===== config.mk =====
export PLATFORM = sky130hd
export DESIGN_NAME = regfile_dump_reader
export DESIGN_NICKNAME = d
export VERILOG_FILES = /design/src/rtl/regfile_dump_reader.sv
export SDC_FILE = /design/constraint.sdc
export NUM_CORES = 1
export LEC_CHECK = 0
export CAP_MARGIN = 20
export CORE_MARGIN = 2
export CORE_UTILIZATION = 47
export DETAILED_ROUTE_END_ITERATION = 10
export PLACE_DENSITY = 0.79
export SYNTH_ARGS = -nofsm -noshare
export SYNTH_HDL_FRONTEND = slang
export SYNTH_SLANG_ARGS = --single-unit

===== constraint.sdc =====
create_clock -name clk -period 2.31 [get_ports clk]
set_input_delay 0.462 -clock clk [delete_from_list [all_inputs] [get_ports clk]]
set_output_delay 0.462 -clock clk [all_outputs]
set_load 0.03 [all_outputs]

===== src/rtl/regfile_dump_reader.sv =====
// Debug read master for the CPU register file. It walks the registers two at a
// time through the combinational read ports and streams each word out on a valid/ready handshake.
//
// state  | meaning
// IDLE   | waiting for start, read addresses parked at 0
// READ   | pair 2p/2p+1 addressed, captured at the edge
// SEND_A | presenting register 2p
// SEND_B | presenting register 2p+1
// DONE   | one-cycle done pulse
module regfile_dump_reader #(
  parameter int NUM_REGS = 32,
  parameter int ADDR_W   = 5,
  parameter int DATA_W   = 32
) (
  input  logic              clk,
  input  logic              n_rst,
  input  logic              start,
  input  logic              abort,
  output logic              busy,
  output logic              done,
  output logic [ADDR_W-1:0] rf_ra1,
  output logic [ADDR_W-1:0] rf_ra2,
  input  logic [DATA_W-1:0] rf_rd1,
  input  logic [DATA_W-1:0] rf_rd2,
  output logic              out_valid,
  input  logic              out_ready,
  output logic [DATA_W-1:0] out_data,
  output logic [ADDR_W-1:0] out_idx,
  output logic              out_last
);

  localparam logic [ADDR_W-2:0] LAST_P = (ADDR_W-1)'(NUM_REGS/2 - 1);

  typedef enum logic [2:0] {IDLE, READ, SEND_A, SEND_B, DONE} state_t;

  state_t            state;
  logic [ADDR_W-2:0] p;
  logic [ADDR_W-2:0] p_inc;
  logic [DATA_W-1:0] buf_a;
  logic [DATA_W-1:0] buf_b;

  assign p_inc = p + 1'b1;

  // Both words come straight from the capture buffers, so they stay stable while stalled.
  assign out_data = (state == SEND_B) ? buf_b : buf_a;

  always_ff @(posedge clk or negedge n_rst) begin
    if (!n_rst) begin
      state     <= IDLE;
      p         <= '0;
      buf_a     <= '0;
      buf_b     <= '0;
      busy      <= 1'b0;
      done      <= 1'b0;
      out_valid <= 1'b0;
      out_idx   <= '0;
      out_last  <= 1'b0;
      rf_ra1    <= '0;
      rf_ra2    <= '0;
    end else begin
      done <= 1'b0;
      if (abort && state != IDLE) begin
        state     <= IDLE;
        p         <= '0;
        busy      <= 1'b0;
        out_valid <= 1'b0;
        out_idx   <= '0;
        out_last  <= 1'b0;
        rf_ra1    <= '0;
        rf_ra2    <= '0;
      end else begin
        case (state)
          IDLE: begin
            if (start) begin
              state  <= READ;
              p      <= '0;
              busy   <= 1'b1;
              rf_ra1 <= '0;
              rf_ra2 <= ADDR_W'(1);
            end
          end
          READ: begin
            buf_a     <= rf_rd1;
            buf_b     <= rf_rd2;
            out_valid <= 1'b1;
            out_idx   <= {p, 1'b0};
            out_last  <= 1'b0;
            state     <= SEND_A;
          end
          SEND_A: begin
            if (out_ready) begin
              out_idx  <= {p, 1'b1};
              out_last <= (p == LAST_P);
              state    <= SEND_B;
            end
          end
          SEND_B: begin
            if (out_ready) begin
              out_valid <= 1'b0;
              out_last  <= 1'b0;
              if (p == LAST_P) begin
                state  <= DONE;
                done   <= 1'b1;
                rf_ra1 <= '0;
                rf_ra2 <= '0;
              end else begin
                // Address the next pair now so READ sees settled read data.
                p      <= p_inc;
                rf_ra1 <= {p_inc, 1'b0};
                rf_ra2 <= {p_inc, 1'b1};
                state  <= READ;
              end
            end
          end
          DONE: begin
            state <= IDLE;
            busy  <= 1'b0;
            p     <= '0;
          end
          default: state <= IDLE;
        endcase
      end
    end
  end

endmodule


==> Word-level counts from Yosys, hierarchy flattened <==
Index checks and enable logic that the tools add are counted.
{ "totals": {"register_bits": 90, "out_inout_bits": 51} }
{ "classes": {"bitwise_logic": 1, "eq_ne": 9, "n_addsub": 1, "muxes": 38, "reduce_logical": 17} }
{ "op_table": {"columns": ["op", "count"], "rows": [
  ["5-bit two-way mux", 10],
  ["32-bit two-way mux", 1],
  ["5-bit one-hot mux with 2 select lines", 3],
  ["4-bit two-way mux", 4],
  ["3-bit two-way mux", 5],
  ["3-bit nonzero test", 5],
  ["3-bit one-hot mux with 4 select lines", 1],
  ["4-bit one-hot mux with 3 select lines", 1],
  ["1-bit two-way mux", 10],
  ["3-bit != test (second input constant)", 3],
  ["3-bit AND reduction", 3],
  ["2-bit AND reduction", 4],
  ["4-bit nonzero test", 2],
  ["3-bit by 2-bit == test with 1-bit output (second input constant)", 2],
  ["4-bit by 1-bit adder with 4-bit output (second input constant)", 1],
  ["4-bit == test (second input constant)", 1],
  ["1-bit one-hot mux with 2 select lines", 2],
  ["4-bit AND reduction", 1],
  ["3-bit by 1-bit == test with 1-bit output (second input constant)", 1],
  ["3-bit == test (second input constant)", 1],
  ["3-bit logical NOT", 1],
  ["3-bit by 2-bit != test with 1-bit output (second input constant)", 1],
  ["1-bit one-hot mux with 3 select lines", 1],
  ["1-bit logical AND", 1],
  ["1-bit inverter", 1]
]} }

==> Logic depth before layout (Yosys ltp) <==
Gate-level depths: netlist of the first run.
{ "depth": {"word_depth": 5, "mapped_depth": 6, "mapped_depth_nobuf": 5} }

==> Worst setup path after synthesis of the first run <==
Ideal clock, no wire load.
{ "synth_path": {"kind": "reg-to-output", "from": "register state[1]", "to": "output out_data[10]", "path_buffers": 3, "arrival_ps": 1446, "setup_slack_ps": 402, "required_time_ps": 1848, "stages_incl_launch_ff": 6, "path_cell_list": "dfrtp_1 > buf_2 > buf_2 > nand2_1 > buf_2 > mux2_2"} }
{ "synth_between": {"elab_chain_cells": 2} }
{ "synth_lines": {"columns": ["element", "line", "text"], "rows": [
  ["from (decl)", "36", "state_t state;"],
  ["from (signal assigned)", "49", "state <= IDLE;"],
  ["from (signal assigned)", "63", "state <= IDLE;"],
  ["from (signal assigned)", "75", "state <= READ;"],
  ["3-bit by 2-bit == test with 1-bit output", "45", "assign out_data = (state == SEND_B) ? buf_b : buf_a;"],
  ["32-bit two-way mux", "45", null],
  ["to (decl)", "27", "output logic [DATA_W-1:0] out_data,"]
]} }
Every way passes these cells.

==> Worst setup path after layout of the first run <==
{ "layout_path": {"from": "register state[0]", "to": "output out_data[21]"} }
Same word-level chain as after synthesis.

==> metrics.txt, run 1 <==
outcome finished, final reports clean; final total power 6300 uW; CTS buffer count 9; routed len/inst 17.01 um; number of antenna violations at the first check in global routing 0; final hold viol count 0; largest stage delay on the critical path 380 ps; violation count after the first detailed-routing iteration 55; GRT Total Usage 20.39%; GR Util met2 33.92%; post-layout instance count excluding filler cells 523; highest ir drop seen on vdd 0.0005853 V; fraction of registers with async set/reset 100.0%; final critical path time including I/O delays and setup 2297 ps; setup violation total in the final timing report 0; number of hold buffers added after CTS 0; total number of vias 2756; RSZ-0062 raised after global routing yes; number of antenna-violating nets in the routed design 0; flip-flop and latch area 2127 um2; launching element type of the critical path flip-flop; Placement Rows 33; FF-to-FF setup slack 540 ps; most frequent cell after synthesis dfrtp_1; deepest clock path buffer count 2; highest attainable clock frequency 0.4353 GHz; arrival time at the worst endpoint 1840 ps; largest cells by area after synthesis dfrtp_1, mux2_1, mux2_2, buf_6, buf_4; nature of the critical path endpoint output pin; via count of the first global-routing pass 2852; net count after synthesis 358; met3 usage in global routing 4.385%; fraction of final layout cells with drive strength greater than 1 26.56%; Post-synth top cells dfrtp_1, mux2_1, mux2_2; number of fill cells in the layout 614; number of enable-type register cells in the synthesized netlist 0; part of the Yosys area used for sequential elements 53.76%; Via-to-Cell Ratio 5.270; power density over the cells 1175 nW/um2; Warnings, synthesis 0; max-slew violation total from the final report 0; net count of the finished layout 483; Antenna diodes 0; overall die area 9167 um2; vertical die dimension 95.75 um; Cell Count Post-Placement 506; x dimension of the die 95.75 um; crit-path cells nor2b_2 -> nand2_2 -> buf_4 -> mux2_2 -> clkdlybuf4s15_2; Max-cap violations 0; worst min path class primary input to asynchronous set/reset pin; Floorplan Core Area 8175 um2; TritonCTS clock tree yes; post-detailed-routing wire length 8897 um; Worst Path Buf+Inv 2; post-synthesis instance area 3956 um2; min setup slack post-route 12.82 ps; first-pass detailed-route iteration total 4; CTS root buffer clkbuf_8; final worst clock skew 7.658 ps; port bufs 118; count of cell types in the netlist 47; top-area cell type share of the netlist area 53.76%; family with the most delay on the worst path buffers and inverters; number of storage elements in the synthesis netlist 85; TritonCTS Sinks 85; Synth Instances 288; required time reported for the critical path endpoint 1850 ps; Initial Util 48.39%; master of the slowest instance on the critical path dfrtp_1; Leak 0.002335 uW; average footprint of a synthesized cell 13.74 um2; clock network latency to the later pin of the worst-skew pair 350 ps; wire length of the first global-routing pass 14120 um; most used flip-flop cell after synthesis dfrtp_1; number of top-level design ports 120; clock-pin slew reported for the worst setup and hold paths after clock tree synthesis 90 ps; peak fanout along the critical path 4; count of cells along the worst register-to-register path 5; multi-input combinational cell area 1668 um2; final global-route overflow total 0; number of buffers added for setup after CTS 0; estimated wirelength of the detail-placed design 6393 um; deepest level of the CTS H-tree 3; most congested layer reported by global routing met2; leading area contributor after synthesis dfrtp_1; beginning of the worst register-to-register path state[2]; global routing usage on met1 26.59%; final weighted congestion in routability-driven placement 0.8124; pin count of the biggest net entering global routing 47; pre-CTS setup slack 20.29 ps; final cycle utilization of the critical path 99.45%; area growth from synthesis to layout 35.58%; worst reg2reg path endpoint p[3]; WS Path Type flip-flop to output pin; remaining routing DRC violations 0
[timing repair]
action / in CTS / in global routing
resized for setup: 125 / 33
endpoints found under the setup margin: 32 / 30
gates cloned: 1 / 0
[layer usage]
metal	part of all wire, %	vias to the layer above
met1	44	1354
met2	48	103
met3	6.9	15
li1	-	1284
met4	1.5	0
met5	0	-
[layout by cell type (no fill, tap or decap), types with 3 or more instances in the layout]
cell type        instances
nand2_1                 11
mux2_2                  38
o21ai_0                  5
nor3_1                   3
buf_4                   16
a21oi_1                  6
nand3_1                  4
a21o_1                   4
buf_2                   30
nor2_1                   4
clkdlybuf4s50_1         85
a22o_1                   5
nor2b_1                  4
clkbuf_8                 9
inv_1                    3
mux2_1                  60
dfrtp_1                 85
[registers in the layout (all words and copies together) (netlist names)]
name       count
buf_b         32
rf_ra1         1
state          3
buf_a         32
busy           1
done           1
out_last       1
out_idx        5
p              4
rf_ra2         4
out_valid      1
[through the flow]
step	setup TNS, ps	area (um2)	hold WS [ps]	util, %
floorplan	0	3956	166.4	-
global placement	0	5266	457.9	64.42
detailed placement	0	5266	459.2	64.42
CTS	-8.768	5469	72.37	66.90
global route	-89.89	5364	92.43	65.61
finish	0	5364	62.72	65.61
[cell families (layout without fill, tap and decap cells)]
group	count (synthesis)	in the layout	share of synthesized area, %
mux	98	98	27.89
compound gates	35	35	6.990
other cells	1	1	0.09479
simple gates	41	41	6.198
fa+ha+maj	1	1	0.3162
flops	85	85	53.76
buf+inv	25	155	4.301
xor+xnor	2	2	0.4428
[area by class of cell]
| cell class | instances | area share, % |
|---|---|---|
| timing repair buffer | 136 | 22.58 |
| clock buffer | 11 | 2.449 |
| tap | 105 | 2.449 |
| sequential | 85 | 39.65 |
| multi-input combinational | 178 | 31.09 |
| clock inverter | 5 | 1.563 |
| inverter | 3 | 0.2099 |
[worst max path at each step]
| stage | startpoint | end | slack, ps | cells past startpoint |
|---|---|---|---|---|
| floorplan | state[1] | out_data[10] | 400 | 5 |
| global placement | state[0] | out_data[26] | 60 | 5 |
| detailed placement | state[0] | out_data[8] | 20 | 5 |
| CTS | state[0] | out_data[26] | -4 | 5 |
| global route | state[0] | out_data[21] | -50 | 5 |
| finish | state[0] | out_data[21] | 10 | 5 |
[report_power, final]
group	internal (uW)	total, uW	switching [uW]
Sequential	2110	2410	302
Combinational	1230	2760	1530
Clock	614	1130	514
Total	3950	6300	2350
Power figures use the tool's default switching activity.
==> inputs of run 2 (changes only) <==
CTS_BUF_LIST = sky130_fd_sc_hd__clkbuf_8 sky130_fd_sc_hd__clkbuf_16   (was unset)
PLACE_DENSITY = 0.8   (was 0.79)
==> run 2 against run 1 <==
  * Non-clock buffer count shrank 3
  * Power increased by 0.47%
  * Largest cell class unchanged
  * Via count decreased by 1.4%
  * Sequential power is essentially flat
  * Critical path depth unchanged
  * Worst setup slack better by 19 ps
  * Final cell count fell by 0.57%
  * Global-route usage shrank 0.32 points
  * Largest power group unchanged
  * Sequential share of layout area is 0.15 points lower
  * Maximum frequency up 0.86%
  * Final area increased by 0.37%
  * Hold slack lost 18 ps
==> metrics.txt, run 2 (same netlist as run 1, synthesis figures left out) <==
final weighted congestion in routability-driven placement 0.8081; Antenna diodes 0; number of top-level design ports 120; CTS root buffer clkbuf_8; highest ir drop seen on vdd 0.0004683 V; first-pass detailed-route iteration total 7; worst min path class primary input to asynchronous set/reset pin; required time reported for the critical path endpoint 1850 ps; final total power 6330 uW; power density over the cells 1176 nW/um2; Floorplan Core Area 8175 um2; final worst clock skew 10.70 ps; Max-cap violations 0; setup violation total in the final timing report 0; CTS buffer count 9; launching element of the worst setup path state[0]; final core occ 65.86%; flip-flop and latch area 2127 um2; overall die area 9167 um2; final critical path time including I/O delays and setup 2278 ps; final cycle utilization of the critical path 98.60%; fraction of final layout cells with drive strength greater than 1 26.02%; Final Cell Area 5384 um2; routed len/inst 17.15 um; number of fill cells in the layout 639; global routing usage on met1 24.97%; Placement Rows 33; GRT Total Usage 20.06%; total number of vias 2718; multi-input combinational cell area 1673 um2; master of the slowest instance on the critical path dfrtp_1; number of hold buffers added after CTS 0; area growth from synthesis to layout 36.08%; violation count after the first detailed-routing iteration 110; final hold viol count 0; peak fanout along the critical path 11; TritonCTS clock tree yes; x dimension of the die 95.75 um; wire length of the first global-routing pass 13910 um; number of buffers added for setup after CTS 0; launching element type of the critical path flip-flop; post-detailed-routing wire length 8918 um; number of antenna violations at the first check in global routing 0; Leak 0.002348 uW; Sum Neg Setup Slack 0 ps; remaining routing DRC violations 0; pin count of the biggest net entering global routing 65; Via-to-Cell Ratio 5.227; registers with the most flip-flops buf_a (32), buf_b (32), out_idx (5); final global-route overflow total 0; Initial Util 48.39%; estimated wirelength of the detail-placed design 6321 um; crit-path cells nor2b_2 -> nand2_4 -> buf_12 -> mux2_2 -> clkdlybuf4s15_2; count of cells along the worst register-to-register path 5; largest stage delay on the critical path 370 ps; vertical die dimension 95.75 um; most congested layer reported by global routing met2; net count of the finished layout 480; outcome finished, final reports clean; WS Path Type flip-flop to output pin; RSZ-0062 raised after global routing yes; highest attainable clock frequency 0.4390 GHz; deepest level of the CTS H-tree 3; most used cells in the layout excluding fill and tap cells dfrtp_1, clkdlybuf4s50_1, mux2_1; GR Util met2 34.67%; via count of the first global-routing pass 2885; arrival time at the worst endpoint 1820 ps; beginning of the worst register-to-register path state[2]; clock network latency to the later pin of the worst-skew pair 350 ps; max-slew violation total from the final report 0; met3 usage in global routing 4.855%; worst max-slew margin expressed relative to the limit 65.83%; clock-pin slew reported for the worst setup and hold paths after clock tree synthesis 80 ps; deepest clock path buffer count 2; nature of the critical path endpoint output pin; area of placed instances 5244 um2; number of antenna-violating nets in the routed design 0; TritonCTS Sinks 85; port bufs 118; slew at the pin closest to its max-slew limit 507.9 ps
run 2: cell types whose count changed in the layout (fill, tap and decap cells not counted), sizes merged:
cell,change
inv,+1
clkbuf,-1
clkinv,+2
clkinvlp,-1
buf,-9
clkdlybuf4s15,+5
run 2: metrics by stage:
stage | std cells | setup WS (ps) | hold slack, ps
after global routing | 520 | -17.30 | 70.84
final | 520 | 32.31 | 44.97
after CTS | 519 | -32.41 | 58.93
after global placement | 503 | 59.98 | 429.1
after detailed placement | 503 | 37.89 | 442.1
after floorplan | 288 | 402.3 | 166.4
run 2: path summary, 6_finish.rpt:
path	endpoint	slack, ps
max in group asynchronous	buf_b[0]	1540
worst max-delay path	out_data[30]	30
worst max register to register	buf_b[17]	480
worst min-delay path	buf_a[12]	40
worst min register to register	buf_a[14]	490
min in group clk	buf_a[14]	490
run 2: cell type report:
type | instances | area share [%]
Clock inverter | 7 | 1.720
Tap cell | 105 | 2.440
Timing Repair Buffer | 133 | 22.75
Clock buffer | 9 | 2.301
Multi-Input combinational cell | 178 | 31.07
Sequential cell | 85 | 39.51
Inverter | 3 | 0.2092
run 2: worst max-delay path, delay by kind of cell, from the launching register on:
family	cells	cell delay [ps]
buf+inv	2	440
flops	1	370
mux	1	370
simple gates	2	290
run 2: repair_timing:
action                                  4_1_cts  5_1_grt
endpoints found under the setup margin       32       32
cloned                                        0        1
resized for setup                            97       53
run 2: where the power goes:
group / switching, uW / leakage [uW] / total (uW) / internal (uW)
Clock: 528 / 0.000112 / 1130 / 605
Combinational: 1540 / 0.00120 / 2800 / 1260
Sequential: 290 / 0.00104 / 2400 / 2110
Total: 2350 / 0.00235 / 6330 / 3970
run 2: metal layers:
metal  vias up  wire length (um)
li1       1274                 -
met1      1340              3843
met2        94              4385
met3        10               600
met4         0                88
met5         -                 0
